File: src/rtl/fuel_pkg.sv
// Shared types and helpers for the fuel pump scheduler.
// Optional served counters are enabled with FUEL_SCHED_STATS_EN.
package fuel_pkg;

    localparam int unsigned AMT_W      = 4;
    localparam int unsigned IDX_W      = 3;
    localparam int unsigned MAX_AMOUNT = 8;

    typedef enum logic {
        FUEL_GAS = 1'b0,
        FUEL_DSL = 1'b1
    } fuel_t;

    typedef struct packed {
        fuel_t            ftype;
        logic [AMT_W-1:0] amount;
    } car_t;

    // Gasoline pumps sit at the bottom of the index range, diesel at the top.
    function automatic logic pump_in_type(
        input logic [IDX_W-1:0] idx,
        input fuel_t            ftype,
        input logic [IDX_W-1:0] n_gas,
        input logic [IDX_W-1:0] n_dsl,
        input logic [IDX_W-1:0] n_pumps
    );
        logic [IDX_W:0] i;
        logic [IDX_W:0] g;
        logic [IDX_W:0] d;
        logic [IDX_W:0] n;
        i = {1'b0, idx};
        g = {1'b0, n_gas};
        d = {1'b0, n_dsl};
        n = {1'b0, n_pumps};
        if (ftype == FUEL_GAS) begin
            return i < g;
        end
        return ((i + d) >= n) && (i < n);
    endfunction

endpackage

File: src/rtl/fuel_pump_scheduler_car_fifo.sv
// Per-fuel-type car queue with synchronous flush.
// Push while full and pop while empty are ignored.
module car_fifo
    import fuel_pkg::*;
#(
    parameter int unsigned QDEPTH = 8,
    parameter int unsigned CNT_W  = $clog2(QDEPTH + 1)
) (
    input  logic             CLK,
    input  logic             RST,
    input  logic             flush_i,
    input  logic             push_i,
    input  car_t             data_i,
    input  logic             pop_i,
    output car_t             head_o,
    output logic             empty_o,
    output logic             full_o,
    output logic [CNT_W-1:0] cnt_o
);

    localparam int unsigned PTR_W = (QDEPTH > 1) ? $clog2(QDEPTH) : 1;
    localparam logic [PTR_W-1:0] PTR_LAST = PTR_W'(QDEPTH - 1);
    localparam logic [CNT_W-1:0] CNT_MAX  = CNT_W'(QDEPTH);

    car_t             mem_q [QDEPTH];
    logic [PTR_W-1:0] wr_q, wr_d;
    logic [PTR_W-1:0] rd_q, rd_d;
    logic [CNT_W-1:0] cnt_q, cnt_d;
    logic             do_push;
    logic             do_pop;

    assign empty_o = (cnt_q == '0);
    assign full_o  = (cnt_q == CNT_MAX);
    assign do_push = push_i && !full_o;
    assign do_pop  = pop_i && !empty_o;
    assign head_o  = mem_q[rd_q];
    assign cnt_o   = cnt_q;

    always_comb begin
        wr_d  = wr_q;
        rd_d  = rd_q;
        cnt_d = cnt_q;
        if (flush_i) begin
            wr_d  = '0;
            rd_d  = '0;
            cnt_d = '0;
        end else begin
            if (do_push) begin
                wr_d = (wr_q == PTR_LAST) ? '0 : wr_q + 1'b1;
            end
            if (do_pop) begin
                rd_d = (rd_q == PTR_LAST) ? '0 : rd_q + 1'b1;
            end
            if (do_push && !do_pop) begin
                cnt_d = cnt_q + 1'b1;
            end else if (do_pop && !do_push) begin
                cnt_d = cnt_q - 1'b1;
            end
        end
    end

    always_ff @(posedge CLK) begin
        if (RST) begin
            wr_q  <= '0;
            rd_q  <= '0;
            cnt_q <= '0;
        end else begin
            wr_q  <= wr_d;
            rd_q  <= rd_d;
            cnt_q <= cnt_d;
        end
    end

    always_ff @(posedge CLK) begin
        if (do_push && !flush_i) begin
            mem_q[wr_q] <= data_i;
        end
    end

endmodule

File: src/rtl/fuel_pump_scheduler.sv
// Shared pump scheduler: per-type car queues, round-robin pump grant, countdown.
// Define FUEL_SCHED_STATS_EN to add saturating served_gas/served_dsl counters.
module fuel_pump_scheduler
    import fuel_pkg::*;
#(
    parameter int unsigned N_PUMPS = 6,
    parameter int unsigned QDEPTH  = 8
) (
    input  logic               CLK,
    input  logic               RST,
    input  logic               cfg_we,
    input  logic [2:0]         cfg_n_gas,
    input  logic [2:0]         cfg_n_dsl,
    input  logic               car_valid,
    input  logic               car_type,
    input  logic [AMT_W-1:0]   car_amount,
    output logic               car_ready,
    output logic               car_err,
    output logic               cfg_err,
    output logic [N_PUMPS-1:0] pump_busy,
    output logic [3:0]         q_cnt_gas,
    output logic [3:0]         q_cnt_dsl,
    output logic [1:0]         disp_valid,
    output logic [2:0]         disp_pump_gas,
`ifdef FUEL_SCHED_STATS_EN
    output logic [2:0]         disp_pump_dsl,
    output logic [7:0]         served_gas,
    output logic [7:0]         served_dsl
`else
    output logic [2:0]         disp_pump_dsl
`endif
);

    localparam int unsigned CNT_W = $clog2(QDEPTH + 1);
    localparam logic [IDX_W-1:0] NP   = IDX_W'(N_PUMPS);
    localparam logic [IDX_W-1:0] LAST = IDX_W'(N_PUMPS - 1);

    logic             cfgd_q, cfgd_d;
    logic [IDX_W-1:0] n_gas_q, n_gas_d;
    logic [IDX_W-1:0] n_dsl_q, n_dsl_d;
    logic [AMT_W-1:0] rem_q [N_PUMPS];
    logic [AMT_W-1:0] rem_d [N_PUMPS];
    logic [IDX_W-1:0] start_q [2];
    logic [IDX_W-1:0] start_d [2];
    logic [IDX_W-1:0] dp_q [2];
    logic [IDX_W-1:0] dp_d [2];
    logic [1:0]       dv_q, dv_d;
    logic             car_err_q, car_err_d;
    logic             cfg_err_q, cfg_err_d;

    car_t             head [2];
    logic [CNT_W-1:0] cnt [2];
    logic [1:0]       empty;
    logic [1:0]       full;
    logic [1:0]       push;
    logic [1:0]       disp;
    logic [IDX_W:0]   pick_r [2];

    logic [IDX_W:0]   cfg_sum;
    logic             cfg_ok;
    logic             has_pumps;
    logic             amt_ok;
    logic             car_take;
    logic             accept;
    car_t             car_in;

    // Circular search for the first idle pump of a type, starting at `start`.
    function automatic logic [IDX_W:0] pick(
        input logic [IDX_W-1:0]   start,
        input fuel_t              ftype,
        input logic [N_PUMPS-1:0] bsy,
        input logic [IDX_W-1:0]   ng,
        input logic [IDX_W-1:0]   nd
    );
        logic [IDX_W:0] res;
        int             p;
        res = '0;
        for (int k = int'(N_PUMPS) - 1; k >= 0; k--) begin
            p = int'(start) + k;
            if (p >= int'(N_PUMPS)) begin
                p = p - int'(N_PUMPS);
            end
            if (!bsy[p] && pump_in_type(IDX_W'(p), ftype, ng, nd, NP)) begin
                res = {1'b1, IDX_W'(p)};
            end
        end
        return res;
    endfunction

    for (genvar p = 0; p < N_PUMPS; p++) begin : g_busy
        assign pump_busy[p] = (rem_q[p] != '0);
    end

    assign cfg_sum   = {1'b0, cfg_n_gas} + {1'b0, cfg_n_dsl};
    assign cfg_ok    = cfg_we && (cfg_sum != '0) && (cfg_sum <= {1'b0, NP});
    assign has_pumps = car_type ? (n_dsl_q != '0) : (n_gas_q != '0);
    assign amt_ok    = (car_amount != '0)
                    && (car_amount <= AMT_W'(MAX_AMOUNT));
    assign car_ready = cfgd_q && !full[car_type] && !cfg_we;
    assign car_take  = car_valid && car_ready;
    assign accept    = car_take && amt_ok && has_pumps;
    assign push      = accept ? (car_type ? 2'b10 : 2'b01) : 2'b00;
    assign car_in    = '{ftype: fuel_t'(car_type), amount: car_amount};

    always_comb begin
        pick_r[0] = pick(start_q[0], FUEL_GAS, pump_busy, n_gas_q, n_dsl_q);
        pick_r[1] = pick(start_q[1], FUEL_DSL, pump_busy, n_gas_q, n_dsl_q);
        disp[0]   = !cfg_we && !empty[0] && pick_r[0][IDX_W];
        disp[1]   = !cfg_we && !empty[1] && pick_r[1][IDX_W];
    end

    car_fifo #(.QDEPTH(QDEPTH), .CNT_W(CNT_W)) u_fifo_gas (
        .CLK     (CLK),
        .RST     (RST),
        .flush_i (cfg_ok),
        .push_i  (push[0]),
        .data_i  (car_in),
        .pop_i   (disp[0]),
        .head_o  (head[0]),
        .empty_o (empty[0]),
        .full_o  (full[0]),
        .cnt_o   (cnt[0])
    );

    car_fifo #(.QDEPTH(QDEPTH), .CNT_W(CNT_W)) u_fifo_dsl (
        .CLK     (CLK),
        .RST     (RST),
        .flush_i (cfg_ok),
        .push_i  (push[1]),
        .data_i  (car_in),
        .pop_i   (disp[1]),
        .head_o  (head[1]),
        .empty_o (empty[1]),
        .full_o  (full[1]),
        .cnt_o   (cnt[1])
    );

    always_comb begin
        cfgd_d    = cfgd_q;
        n_gas_d   = n_gas_q;
        n_dsl_d   = n_dsl_q;
        rem_d     = rem_q;
        start_d   = start_q;
        dp_d      = dp_q;
        dv_d      = '0;
        car_err_d = 1'b0;
        cfg_err_d = 1'b0;
        if (cfg_we) begin
            if (cfg_ok) begin
                cfgd_d  = 1'b1;
                n_gas_d = cfg_n_gas;
                n_dsl_d = cfg_n_dsl;
                start_d = '{default: '0};
                for (int p = 0; p < int'(N_PUMPS); p++) begin
                    rem_d[p] = '0;
                end
            end else begin
                cfg_err_d = 1'b1;
            end
        end else begin
            car_err_d = car_take && !(amt_ok && has_pumps);
            for (int p = 0; p < int'(N_PUMPS); p++) begin
                if (pump_busy[p]) begin
                    rem_d[p] = rem_q[p] - 1'b1;
                end
            end
            // A fresh grant overrides the countdown of its (idle) pump.
            for (int t = 0; t < 2; t++) begin
                if (disp[t]) begin
                    rem_d[pick_r[t][IDX_W-1:0]] = head[t].amount;
                    start_d[t] = (pick_r[t][IDX_W-1:0] == LAST)
                               ? '0 : pick_r[t][IDX_W-1:0] + 1'b1;
                    dp_d[t] = pick_r[t][IDX_W-1:0];
                end
            end
            dv_d = disp;
        end
    end

    always_ff @(posedge CLK) begin
        if (RST) begin
            cfgd_q    <= 1'b0;
            n_gas_q   <= '0;
            n_dsl_q   <= '0;
            start_q   <= '{default: '0};
            dp_q      <= '{default: '0};
            dv_q      <= '0;
            car_err_q <= 1'b0;
            cfg_err_q <= 1'b0;
            for (int p = 0; p < int'(N_PUMPS); p++) begin
                rem_q[p] <= '0;
            end
        end else begin
            cfgd_q    <= cfgd_d;
            n_gas_q   <= n_gas_d;
            n_dsl_q   <= n_dsl_d;
            start_q   <= start_d;
            dp_q      <= dp_d;
            dv_q      <= dv_d;
            car_err_q <= car_err_d;
            cfg_err_q <= cfg_err_d;
            rem_q     <= rem_d;
        end
    end

    assign car_err       = car_err_q;
    assign cfg_err       = cfg_err_q;
    assign disp_valid    = dv_q;
    assign disp_pump_gas = dp_q[0];
    assign disp_pump_dsl = dp_q[1];
    assign q_cnt_gas     = cnt[0];
    assign q_cnt_dsl     = cnt[1];

`ifdef FUEL_SCHED_STATS_EN
    logic [7:0] served_q [2];
    logic [7:0] served_d [2];

    always_comb begin
        served_d = served_q;
        for (int t = 0; t < 2; t++) begin
            if (cfg_ok) begin
                served_d[t] = '0;
            end else if (disp[t] && (served_q[t] != 8'hFF)) begin
                served_d[t] = served_q[t] + 8'd1;
            end
        end
    end

    always_ff @(posedge CLK) begin
        if (RST) begin
            served_q <= '{default: '0};
        end else begin
            served_q <= served_d;
        end
    end

    assign served_gas = served_q[0];
    assign served_dsl = served_q[1];
`endif

endmodule
File: config.mk
export PLATFORM = sky130hd
export DESIGN_NAME = fuel_pump_scheduler
export DESIGN_NICKNAME = d
export VERILOG_FILES = /design/src/rtl/fuel_pkg.sv /design/src/rtl/fuel_pump_scheduler_car_fifo.sv /design/src/rtl/fuel_pump_scheduler.sv
export SDC_FILE = /design/constraint.sdc
export NUM_CORES = 1
export LEC_CHECK = 0
export CORE_MARGIN = 2
export CORE_UTILIZATION = 43
export CTS_BUF_LIST = sky130_fd_sc_hd__clkbuf_2
export CTS_CLUSTER_SIZE = 30
export DETAILED_ROUTE_END_ITERATION = 10
export SETUP_SLACK_MARGIN = 0.1
export SYNTH_ARGS = -nofsm -noshare
export SYNTH_HDL_FRONTEND = slang
export SYNTH_HIERARCHICAL = 1
export SYNTH_SLANG_ARGS = --single-unit
File: constraint.sdc
create_clock -name CLK -period 10.96 [get_ports CLK]
set_clock_uncertainty 0.1 [all_clocks]
set_input_delay 3.288 -clock CLK [delete_from_list [all_inputs] [get_ports CLK]]
set_output_delay 3.288 -clock CLK [all_outputs]
set_load 0.02 [all_outputs]
# After elaboration in Yosys (flattened, before gate mapping)
# Memory sizes are Yosys's and may differ from the RTL's. A register that Yosys moved wholly into a read port is not among the register bits.
# Cells that the tools add are included.
# word_totals
reg_bits	67
ram_bits	80
out_inout_bits	25
elab_cells	333
n_memories	2
# classes
add_sub_neg	45
n_lt_le_gt_ge	49
n_eq_ne	9
mux	111
bitwise	3
n_reduce_logical	92
# mem_list
memory	words	width	read_ports	rd_ports_with_merged_regs	write_ports	line	text
u_fifo_dsl.mem_q	8	5	1	1	1	fuel_pump_scheduler_car_fifo.sv:25	car_t mem_q [QDEPTH];
u_fifo_gas.mem_q	8	5	1	1	1	fuel_pump_scheduler_car_fifo.sv:25	
# ops
cell	count
< comparator 32 x 5 -> 1 bit, second input constant	12
2-to-1 mux 32 bit	12
2-to-1 mux 24 bit	5
2-to-1 mux 4 bit	30
greater-or-equal comparator 4 x 3 -> 1 bit, second input constant	16
subtractor 4 x 3 -> 5 bit, second input constant	10
bitwise mux 24 bit	2
logical AND 1 bit	44
binary-select mux 1 bit (select 3 bit)	12
2-to-1 mux 3 bit	12
2-to-1 mux 1 bit	32
nonzero test 4 bit	8
subtractor 4 x 1 -> 4 bit, second input constant	8
adder 3 x 3 -> 4 bit	7
demux 4 bit (select 3 bit)	2
logical NOT 1 bit	24
adder 3 x 1 -> 3 bit, second input constant	6
== test 3 bit, second input constant	6
< comparator 3 bit	6
< comparator 3 bit, second input constant	6
adder 3 x 2 -> 4 bit, second input constant	4
adder 3 x 3 -> 4 bit, second input constant	4
2-to-1 mux 6 bit	2
AND reduction 2 bit	5
other kinds (18)	34

# Depth between registers and ports, before layout
# Gate-level depths: netlist of the first run.
# depth
ltp_word	25
depth_mapped	25
depth_no_buf	22

# Hierarchy
# The synthesis of the first run kept the hierarchy.
# modules_own_cells
mod	n_inst	cells_per_inst	area_each_um2	seq_area_each_um2
fuel_pump_scheduler	1	673	5699.2	940.9
car_fifo	2	132	2197.1	1461.4

# Worst setup path after synthesis of the first run
# OpenSTA, ideal clock, no wires.
# synth_path
path_type	in2out
startpoint	input port car_type
endpoint	output port car_ready
arrival_ps	4205
required_ps	7572
slack_ps	3367
cell_stages	2
path_buffers	0
path_cell_list	mux2_2 -> nor3b_1
# synth_via
elab_chain_cells	5
# synth_rtl
item	line	text
from (decl)	fuel_pump_scheduler.sv:15	input logic car_type,
2-to-1 mux 1 bit (implied by the code) (2 in series)	fuel_pump_scheduler.sv:99	assign car_ready = cfgd_q && !full[car_type] && !cfg_we;
logical NOT 1 bit	fuel_pump_scheduler.sv:99	
logical AND 1 bit (2 in series)	fuel_pump_scheduler.sv:99	
to (decl)	fuel_pump_scheduler.sv:17	output logic car_ready,
# No other way between the ends. The select of a mux whose other input is x is not followed.

# Final worst setup path of the first run
# Same ends and word-level chain as after synthesis.

==> results of run 1 <==
## cell type report
cell class	instances	area [µm²]
fill	2085	11400
timing repair buffer	46	443
inverter	70	265
clock buffer	17	85.1
tap	280	350
sequential	137	3380
clock inverter	15	174
multi-input combinational	677	5640
antenna	1	2.50
## where the power goes
group | switching [W] | total (W) | internal [W] | leakage, nW
sequential | 0.0000335 | 0.000599 | 0.000565 | 1.17
combinational | 0.000538 | 0.000936 | 0.000398 | 2.70
clock | 0.000219 | 0.000317 | 0.0000977 | 0.155
total | 0.000791 | 0.00185 | 0.00106 | 4.02
## worst max-delay path, stage by stage
cell             delay [ps]
clkdlybuf4s50_1         570
mux2_2                  350
nor3b_1                 290
clkdlybuf4s50_1         680
## placed cells by master (no fill, tap or decap), drive strengths merged, types with 15 or more instances in the layout
cell type      count
nand2             52
o21ai             31
inv               80
nor3              29
nor2              79
a211o             15
or3               15
mux2i             48
clkbuf            17
clkdlybuf4s50     39
mux4              18
nand3             16
mux2              15
edfxtp            64
xnor2             18
a21oi             40
ha                71
dfxtp             73
## state kept, by name (all words and copies together), names as in the netlist, named ones only
| name | cells |
|---|---|
| u_fifo_gas/rd_q | 3 |
| rem_q | 24 |
| n_dsl_q | 3 |
| disp_pump_dsl | 3 |
| u_fifo_gas/cnt_o | 4 |
| u_fifo_gas/mem_q | 32 |
| cfgd_q | 1 |
| car_err | 1 |
| u_fifo_dsl/wr_q | 3 |
| u_fifo_dsl/cnt_o | 4 |
| start_q | 6 |
| u_fifo_dsl/mem_q | 32 |
| disp_valid | 2 |
| disp_pump_gas | 3 |
| u_fifo_gas/wr_q | 3 |
| n_gas_q | 3 |
| cfg_err | 1 |
| u_fifo_dsl/rd_q | 3 |
## worst paths after layout
check | slack, ps | cells after the start | from | end
worst max-delay path | 2390 | 4 | car_type | car_ready
worst min register to register | 410 | 2 | cfgd_q$_SDFFE_PP0P_ | cfgd_q$_SDFFE_PP0P_
worst max register to register | 4500 | 21 | start_q[1]$_SDFFE_PP0P_ | u_fifo_dsl/cnt_o[3]$_SDFFE_PP0P_
worst min-delay path | 410 | 2 | cfgd_q$_SDFFE_PP0P_ | cfgd_q$_SDFFE_PP0P_
## stage by stage
step           std cells  area [µm²]  total power, W  worst slack [ps]
2_1_floorplan        915        9500         0.00131              3370
3_3_place_gp        1210       10100         0.00153              2430
3_5_place_dp        1210       10100         0.00153              2410
4_1_cts             1242       10300         0.00186              2400
5_1_grt             1243       10300         0.00198              2320
6_report            1243       10300         0.00185              2390
## metal layers
metal	vias up	routed length [µm]
met4	0	308
met1	3432	10200
met5	-	0
met3	20	747
li1	3529	-
met2	148	10600
==> impl_metrics.tcl, run 1 <==
set metrics [dict create \
    outcome "complete, no violations" \
    dr.first_iter.drc_count 318 \
    worstSetupPathType "primary input to output pin" \
    die_h_um 153 \
    drt-vias-per-instance 5.74 \
    max_slew_margin 0.294 \
    antenna_left 0 \
    crit_fanout 5 \
    place.gp.congestion 0.854 \
    cts.sinks 137 \
    wire_per_inst_um 17.6 \
    drv_cap 0 \
    max_freq_mhz 117 \
    whs_ps 408 \
    gr-usage-met1 0.257 \
    path_clk_slew_ps 230 \
    clock_latency_ps 690 \
    grtUsageTotal 0.188 \
    min_period_over_period 0.782 \
    cp_data_required_time_ps 7570 \
    end_kind "output pin" \
    clk_path_buf_depth 2 \
    overflow 0 \
    yosys_warnings 6 \
    start_util 0.437 \
    io_buffer_count 39 \
    synth.avg_cell_area_um2 10.4 \
    rows 54 \
    die_w_um 153 \
    layout-area-overhead-vs-synth_pct 8.92 \
    cp-start-kind "primary input" \
    met3_usage 0.0216 \
    powerDensity_nw_per_um2 179 \
    leakage_nw 4.02 \
    slew_viol_final 0 \
    pin_count 40 \
    ctsResizeCount 0 \
    grt_pass1_vias 6707 \
    worst_ep_arrival_time_ps 5180 \
    grtUsageMet2 0.321 \
    totalWireLength_um 21800 \
    timing.final.crit_period_ps 8570 \
    core-area_um2 21800 \
    synth_nets 1010 \
    cts_tree "built" \
    syn_inst 915 \
    grt_pass1_wl_um 35800 \
    drive_above_1_share 0.141 \
    synth_area_um2 9500 \
    drc 0 \
    cts_setup_buffers 0 \
    htreeDepth 4 \
    post-dp-hpwl_um 16500 \
    finalSetupViolCount 0 \
    grt-busiest-layer "met2" \
    hp-class "register to register" \
    die_area_um2 23300 \
    drt_first_pass_iters 6 \
    num-nets-final 1044 \
    antenna_found_initial 1 \
    finalHoldViolations 0 \
    worst_pin_slew_ps 1050 \
    hold_buffers 0 \
    final_util 0.476 \
    fin_tns_setup_ps 0 \
    num_vias 7129 \
    cts_buffers 17 \
    grt_max_degree 27 \
    ir_worst_vdd_v 0.000140 \
    root_buffer "clkbuf_2" \
    rsz0062_at_grt "no" \
]
(Power assumes the default switching activity.)
==> run 2: changes to the inputs <==
==> constraint.sdc (replaced) <==
create_clock -name CLK -period 7.92 [get_ports CLK]
set_clock_uncertainty 0.1 [all_clocks]
set_input_delay 2.376 -clock CLK [delete_from_list [all_inputs] [get_ports CLK]]
set_output_delay 2.376 -clock CLK [all_outputs]
set_load 0.02 [all_outputs]
==> run 2 against run 1 <==
Design area is 0.11% lower; global-route usage increased by 0.46 points; combinational power is 39% higher; setup slack got worse by 1200 ps; via count is 0.76% higher; final cell count hardly changed; first-iteration DRC count grew 13%; worst hold slack worse by 8.8 ps; flip-flop and latch count did not move; core utilization decreased by 0.052 points; register-to-register slack worse by 2900 ps; clock power grew 31%; critical path type unchanged.
==> impl_metrics.tcl, run 2 (synthesized netlist as in run 1, its figures left out) <==
set metrics [dict create \
    pin_count 40 \
    grt_max_degree 27 \
    stdcell_area_um2 10300 \
    final_util 0.475 \
    num-nets-final 1045 \
    grt_pass1_wl_um 36600 \
    cts_setup_buffers 0 \
    grtUsageTotal 0.193 \
    place.gp.congestion 0.838 \
    drv_cap 0 \
    drive_above_1_share 0.141 \
    cts_buffers 17 \
    finalSetupViolCount 0 \
    leakage_nw 4.00 \
    post-dp-hpwl_um 16600 \
    worst_pin_slew_ps 1040 \
    rows 54 \
    reg2reg_to "u_fifo_dsl/cnt_o[3]$_SDFFE_PP0P_" \
    r2r_cells 21 \
    final_common_cell "nor2_1" \
    clk_path_buf_depth 2 \
    die_w_um 153 \
    cts_tree "built" \
    core-area_um2 21800 \
    max_freq_mhz 148 \
    cts.sinks 137 \
    fin_tns_setup_ps 0 \
    multiInputGateArea_um2 5640 \
    worst_slack_ps 1180 \
    hold_buffers 0 \
    clock_latency_ps 680 \
    worst_ep_arrival_time_ps 4270 \
    hp-class "register to register" \
    reg2reg_from "start_q[1]$_SDFFE_PP0P_" \
    most-common-layout-cells "79 x nor2_1, 73 x dfxtp_1, 71 x ha_1" \
    htreeDepth 4 \
    die_area_um2 23300 \
    cp-start-kind "primary input" \
    die_h_um 153 \
    final_cell_count_no_fill 1244 \
    pre_cts_ws_ps 1170 \
    powerDensity_nw_per_um2 246 \
    io_buffer_count 39 \
    finalHoldViolations 0 \
    seqCellArea_um2 3380 \
    n_fill_cell 2076 \
    grt_pass1_vias 6818 \
    start_util 0.437 \
    cp_data_required_time_ps 5440 \
    dp.cells 1211 \
    totalWireLength_um 22200 \
    path_clk_slew_ps 220 \
    dr.first_iter.drc_count 359 \
    largestRegisters "u_fifo_dsl/mem_q: 32 flops, u_fifo_gas/mem_q: 32 flops, rem_q: 24 flops" \
    rrSetupSlack_ps 1620 \
    antenna_left 0 \
    wire_per_inst_um 17.8 \
    crit_fanout 5 \
    slew_viol_final 0 \
    root_buffer "clkbuf_2" \
    min_period_over_period 0.852 \
    ctsResizeCount 0 \
    drt_first_pass_iters 5 \
    timing.final.crit_period_ps 6740 \
    whs_endpoint "cfgd_q$_SDFFE_PP0P_" \
    min_from "cfgd_q$_SDFFE_PP0P_" \
    hold_depth 2 \
    ir_worst_vdd_v 0.000139 \
    critPathMaxStageDelay_ps 670 \
    rsz0062_at_grt "no" \
    end_kind "output pin" \
    num_vias 7183 \
    drc 0 \
    cp_cell_sequence "clkdlybuf4s50_1 -> mux2_2 -> nor3b_1 -> clkdlybuf4s50_1" \
    worstSetupPathType "primary input to output pin" \
    layout-area-overhead-vs-synth_pct 8.80 \
    crit_slowest_cell "clkdlybuf4s50_1" \
    drt-vias-per-instance 5.77 \
    max_slew_margin 0.302 \
    dpl_cell_area_um2 10100 \
    antenna_found_initial 1 \
    outcome "complete, no violations" \
    cp_common_cell "clkdlybuf4s50_1" \
    overflow 0 \
]
run 2: cell types whose count changed in the layout (fill, tap and decap cells not counted), moves of 2 or more:
cell        before  now
clkbuf_2        17   19
clkinvlp_4       1    5
inv_6            5    3
inv_8            6    0
run 2: final cells by class:
| type | instances | area share |
|---|---|---|
| Clock buffer | 19 | 0.00920 |
| Inverter | 70 | 0.0257 |
| Antenna cell | 1 | 0.000242 |
| Sequential cell | 137 | 0.327 |
| Tap cell | 280 | 0.0339 |
| Multi-Input combinational cell | 677 | 0.546 |
| Timing Repair Buffer | 47 | 0.0436 |
| Clock inverter | 13 | 0.0140 |
run 2: how the worst max path moves through the flow:
stage,startpoint,end
floorplan,car_type,car_ready
global placement,car_type,car_ready
detailed placement,car_type,car_ready
CTS,car_type,car_ready
global route,car_type,car_ready
finish,car_type,car_ready
run 2: stage by stage:
step | power, W | hold WS (ps)
global route | 0.00271 | 423
CTS | 0.00254 | 400
finish | 0.00254 | 399
floorplan | 0.00181 | 332
detailed placement | 0.00212 | 360
global placement | 0.00212 | 353
run 2: metal layers:
metal,wire length (µm),up-vias,track usage
li1,-,3514,-
met1,10400,3499,0.259
met2,10600,134,0.323
met3,696,36,0.0259
met4,502,0,0.0635
met5,0,-,0
run 2: worst max-delay path: cells and delay by family:
family	cells	cell delay (ps)
multiplexers	1	360
AND/OR/NAND/NOR	1	300
buffers and inverters	2	1230
run 2: power breakdown:
part | switching (W) | internal, W | leakage, nW | total, W
combinational | 0.000745 | 0.000550 | 2.70 | 0.00130
clock | 0.000267 | 0.000149 | 0.131 | 0.000416
sequential | 0.0000468 | 0.000782 | 1.17 | 0.000829
==> run 3: changes to the inputs <==
--- a/config.mk
+++ b/config.mk
@@ -5,11 +5,14 @@
 export SDC_FILE = /design/constraint.sdc
 export NUM_CORES = 1
 export LEC_CHECK = 0
+export ABC_AREA = 1
 export CORE_MARGIN = 2
 export CORE_UTILIZATION = 43
 export CTS_BUF_LIST = sky130_fd_sc_hd__clkbuf_2
 export CTS_CLUSTER_SIZE = 30
 export DETAILED_ROUTE_END_ITERATION = 10
+export HOLD_SLACK_MARGIN = 0.08
+export PLACE_DENSITY = 0.6
 export SETUP_SLACK_MARGIN = 0.1
 export SYNTH_ARGS = -nofsm -noshare
 export SYNTH_HDL_FRONTEND = slang
==> run 3 against run 2 <==
Design area up 2.3%; critical path depth up 2; power up 4.2%; flip-flop and latch count unchanged; clock-buffer cell count down 1; highest routed layer unchanged.
==> impl_metrics.tcl, run 3 <==
set metrics [dict create \
    outcome "complete, no violations" \
    gr-usage-met1 0.298 \
    end_kind "output pin" \
    ctsResizeCount 0 \
    worstSetupPathType "primary input to output pin" \
    io_buffer_count 39 \
    max_freq_mhz 153 \
    final_util 0.481 \
    drc 0 \
    largestRegisters "u_fifo_dsl/mem_q: 32 flops, u_fifo_gas/mem_q: 32 flops, rem_q: 24 flops" \
    worst_slack_ps 1380 \
    overflow 0 \
    grtUsageTotal 0.212 \
    die_area_um2 23800 \
    place.gp.congestion 0.870 \
    num-nets-final 1480 \
    totalWireLength_um 24500 \
    fin_tns_setup_ps 0 \
    most-common-layout-cells "336 x nand2_1, 165 x nor2_1, 154 x inv_1" \
    cts_buffers 17 \
    antenna_found_initial 1 \
    start_util 0.442 \
    ir_worst_vdd_v 0.000107 \
    min_period_over_period 0.826 \
    hold_buffers 0 \
    drive_above_1_share 0.0987 \
    r2r_cells 31 \
    syn_inst 1346 \
    timing.final.crit_period_ps 6540 \
    pin_count 40 \
    stdcell_area_um2 10600 \
    grt_max_degree 27 \
    final_common_cell "nand2_1" \
    cp_data_required_time_ps 5440 \
    htreeDepth 4 \
    yosys_warnings 6 \
    grt-busiest-layer "met2" \
    path_clk_slew_ps 240 \
    die_h_um 154 \
    rsz0062_at_grt "no" \
    max_slew_margin 0.400 \
    min_from "rem_q[16]$_SDFFE_PP0P_" \
    cts.sinks 137 \
    leakage_nw 4.91 \
    dpl_cell_area_um2 10300 \
    finalSetupViolCount 0 \
    layout-area-overhead-vs-synth_pct 8.99 \
    drt_first_pass_iters 5 \
    post-dp-hpwl_um 18800 \
    whs_endpoint "rem_q[16]$_SDFFE_PP0P_" \
    reg2reg_to "u_fifo_gas/cnt_o[3]$_SDFFE_PP0P_" \
    root_buffer "clkbuf_2" \
    drv_cap 0 \
    synth_nets 1441 \
    grtUsageMet2 0.342 \
    cts_tree "built" \
    pre_cts_ws_ps 1420 \
    worst_pin_slew_ps 897 \
    wire_per_inst_um 14.6 \
    grt_pass1_vias 8012 \
    cp-start-kind "primary input" \
    hp-class "register to register" \
    drt-vias-per-instance 5.11 \
    grt_pass1_wl_um 40300 \
    slew_viol_final 0 \
    rows 54 \
    antenna_left 0 \
    clock_latency_ps 760 \
    worst_ep_arrival_time_ps 4060 \
    met3_usage 0.0314 \
    final_cell_count_no_fill 1679 \
    die_w_um 154 \
    synth.avg_cell_area_um2 7.21 \
    crit_fanout 4 \
    core-area_um2 22000 \
    dp.cells 1646 \
    cts_setup_buffers 0 \
    rrSetupSlack_ps 2550 \
    clk_path_buf_depth 2 \
    num_vias 8573 \
    finalHoldViolations 0 \
    powerDensity_nw_per_um2 250 \
    synth_area_um2 9700 \
    reg2reg_from "start_q[3]$_SDFFE_PP0P_" \
    hold_depth 2 \
    dr.first_iter.drc_count 536 \
]
-- run 3: stage by stage --
stage,hold slack [ps],power [W]
2_1_floorplan,326,0.00189
3_3_place_gp,341,0.00221
3_5_place_dp,345,0.00222
4_1_cts,375,0.00266
5_1_grt,389,0.00288
6_report,371,0.00265
-- run 3: how the worst max path moves through the flow --
stage,from,end,slack [ps],cells past startpoint
final,car_type,car_ready,1380,6
after global routing,car_type,car_ready,1300,6
after CTS,car_type,car_ready,1390,6
after detailed placement,car_type,car_ready,1420,6
after global placement,car_type,car_ready,1460,6
after floorplan,car_type,car_ready,2510,4
-- run 3: power by group --
part           leakage (nW)  internal, W  switching, W
logic                  3.60     0.000456      0.000937
clock network         0.144     0.000105      0.000321
registers              1.17     0.000783     0.0000463
total                  4.91      0.00134       0.00130
-- run 3: layout make-up --
| type | count | area (µm²) |
|---|---|---|
| fill | 2209 | 11400 |
| antenna | 1 | 2.50 |
| multi-input combinational | 1009 | 5520 |
| inverter | 178 | 668 |
| clock inverter | 14 | 146 |
| clock buffer | 18 | 90.1 |
| timing repair buffer | 42 | 413 |
| tap | 280 | 350 |
| sequential | 137 | 3380 |
-- run 3: routing by layer --
layer	wire length (µm)	up-vias
met2	10900	189
li1	-	4491
met4	311	0
met1	12100	3875
met5	0	-
met3	1150	18
-- run 3: critical path, stage by stage --
cell and delay (ps):
clkdlybuf4s50_1 540, inv_1 90, nand2_1 60, nand3_1 60
a21oi_1 260, clkdlybuf4s50_1 670
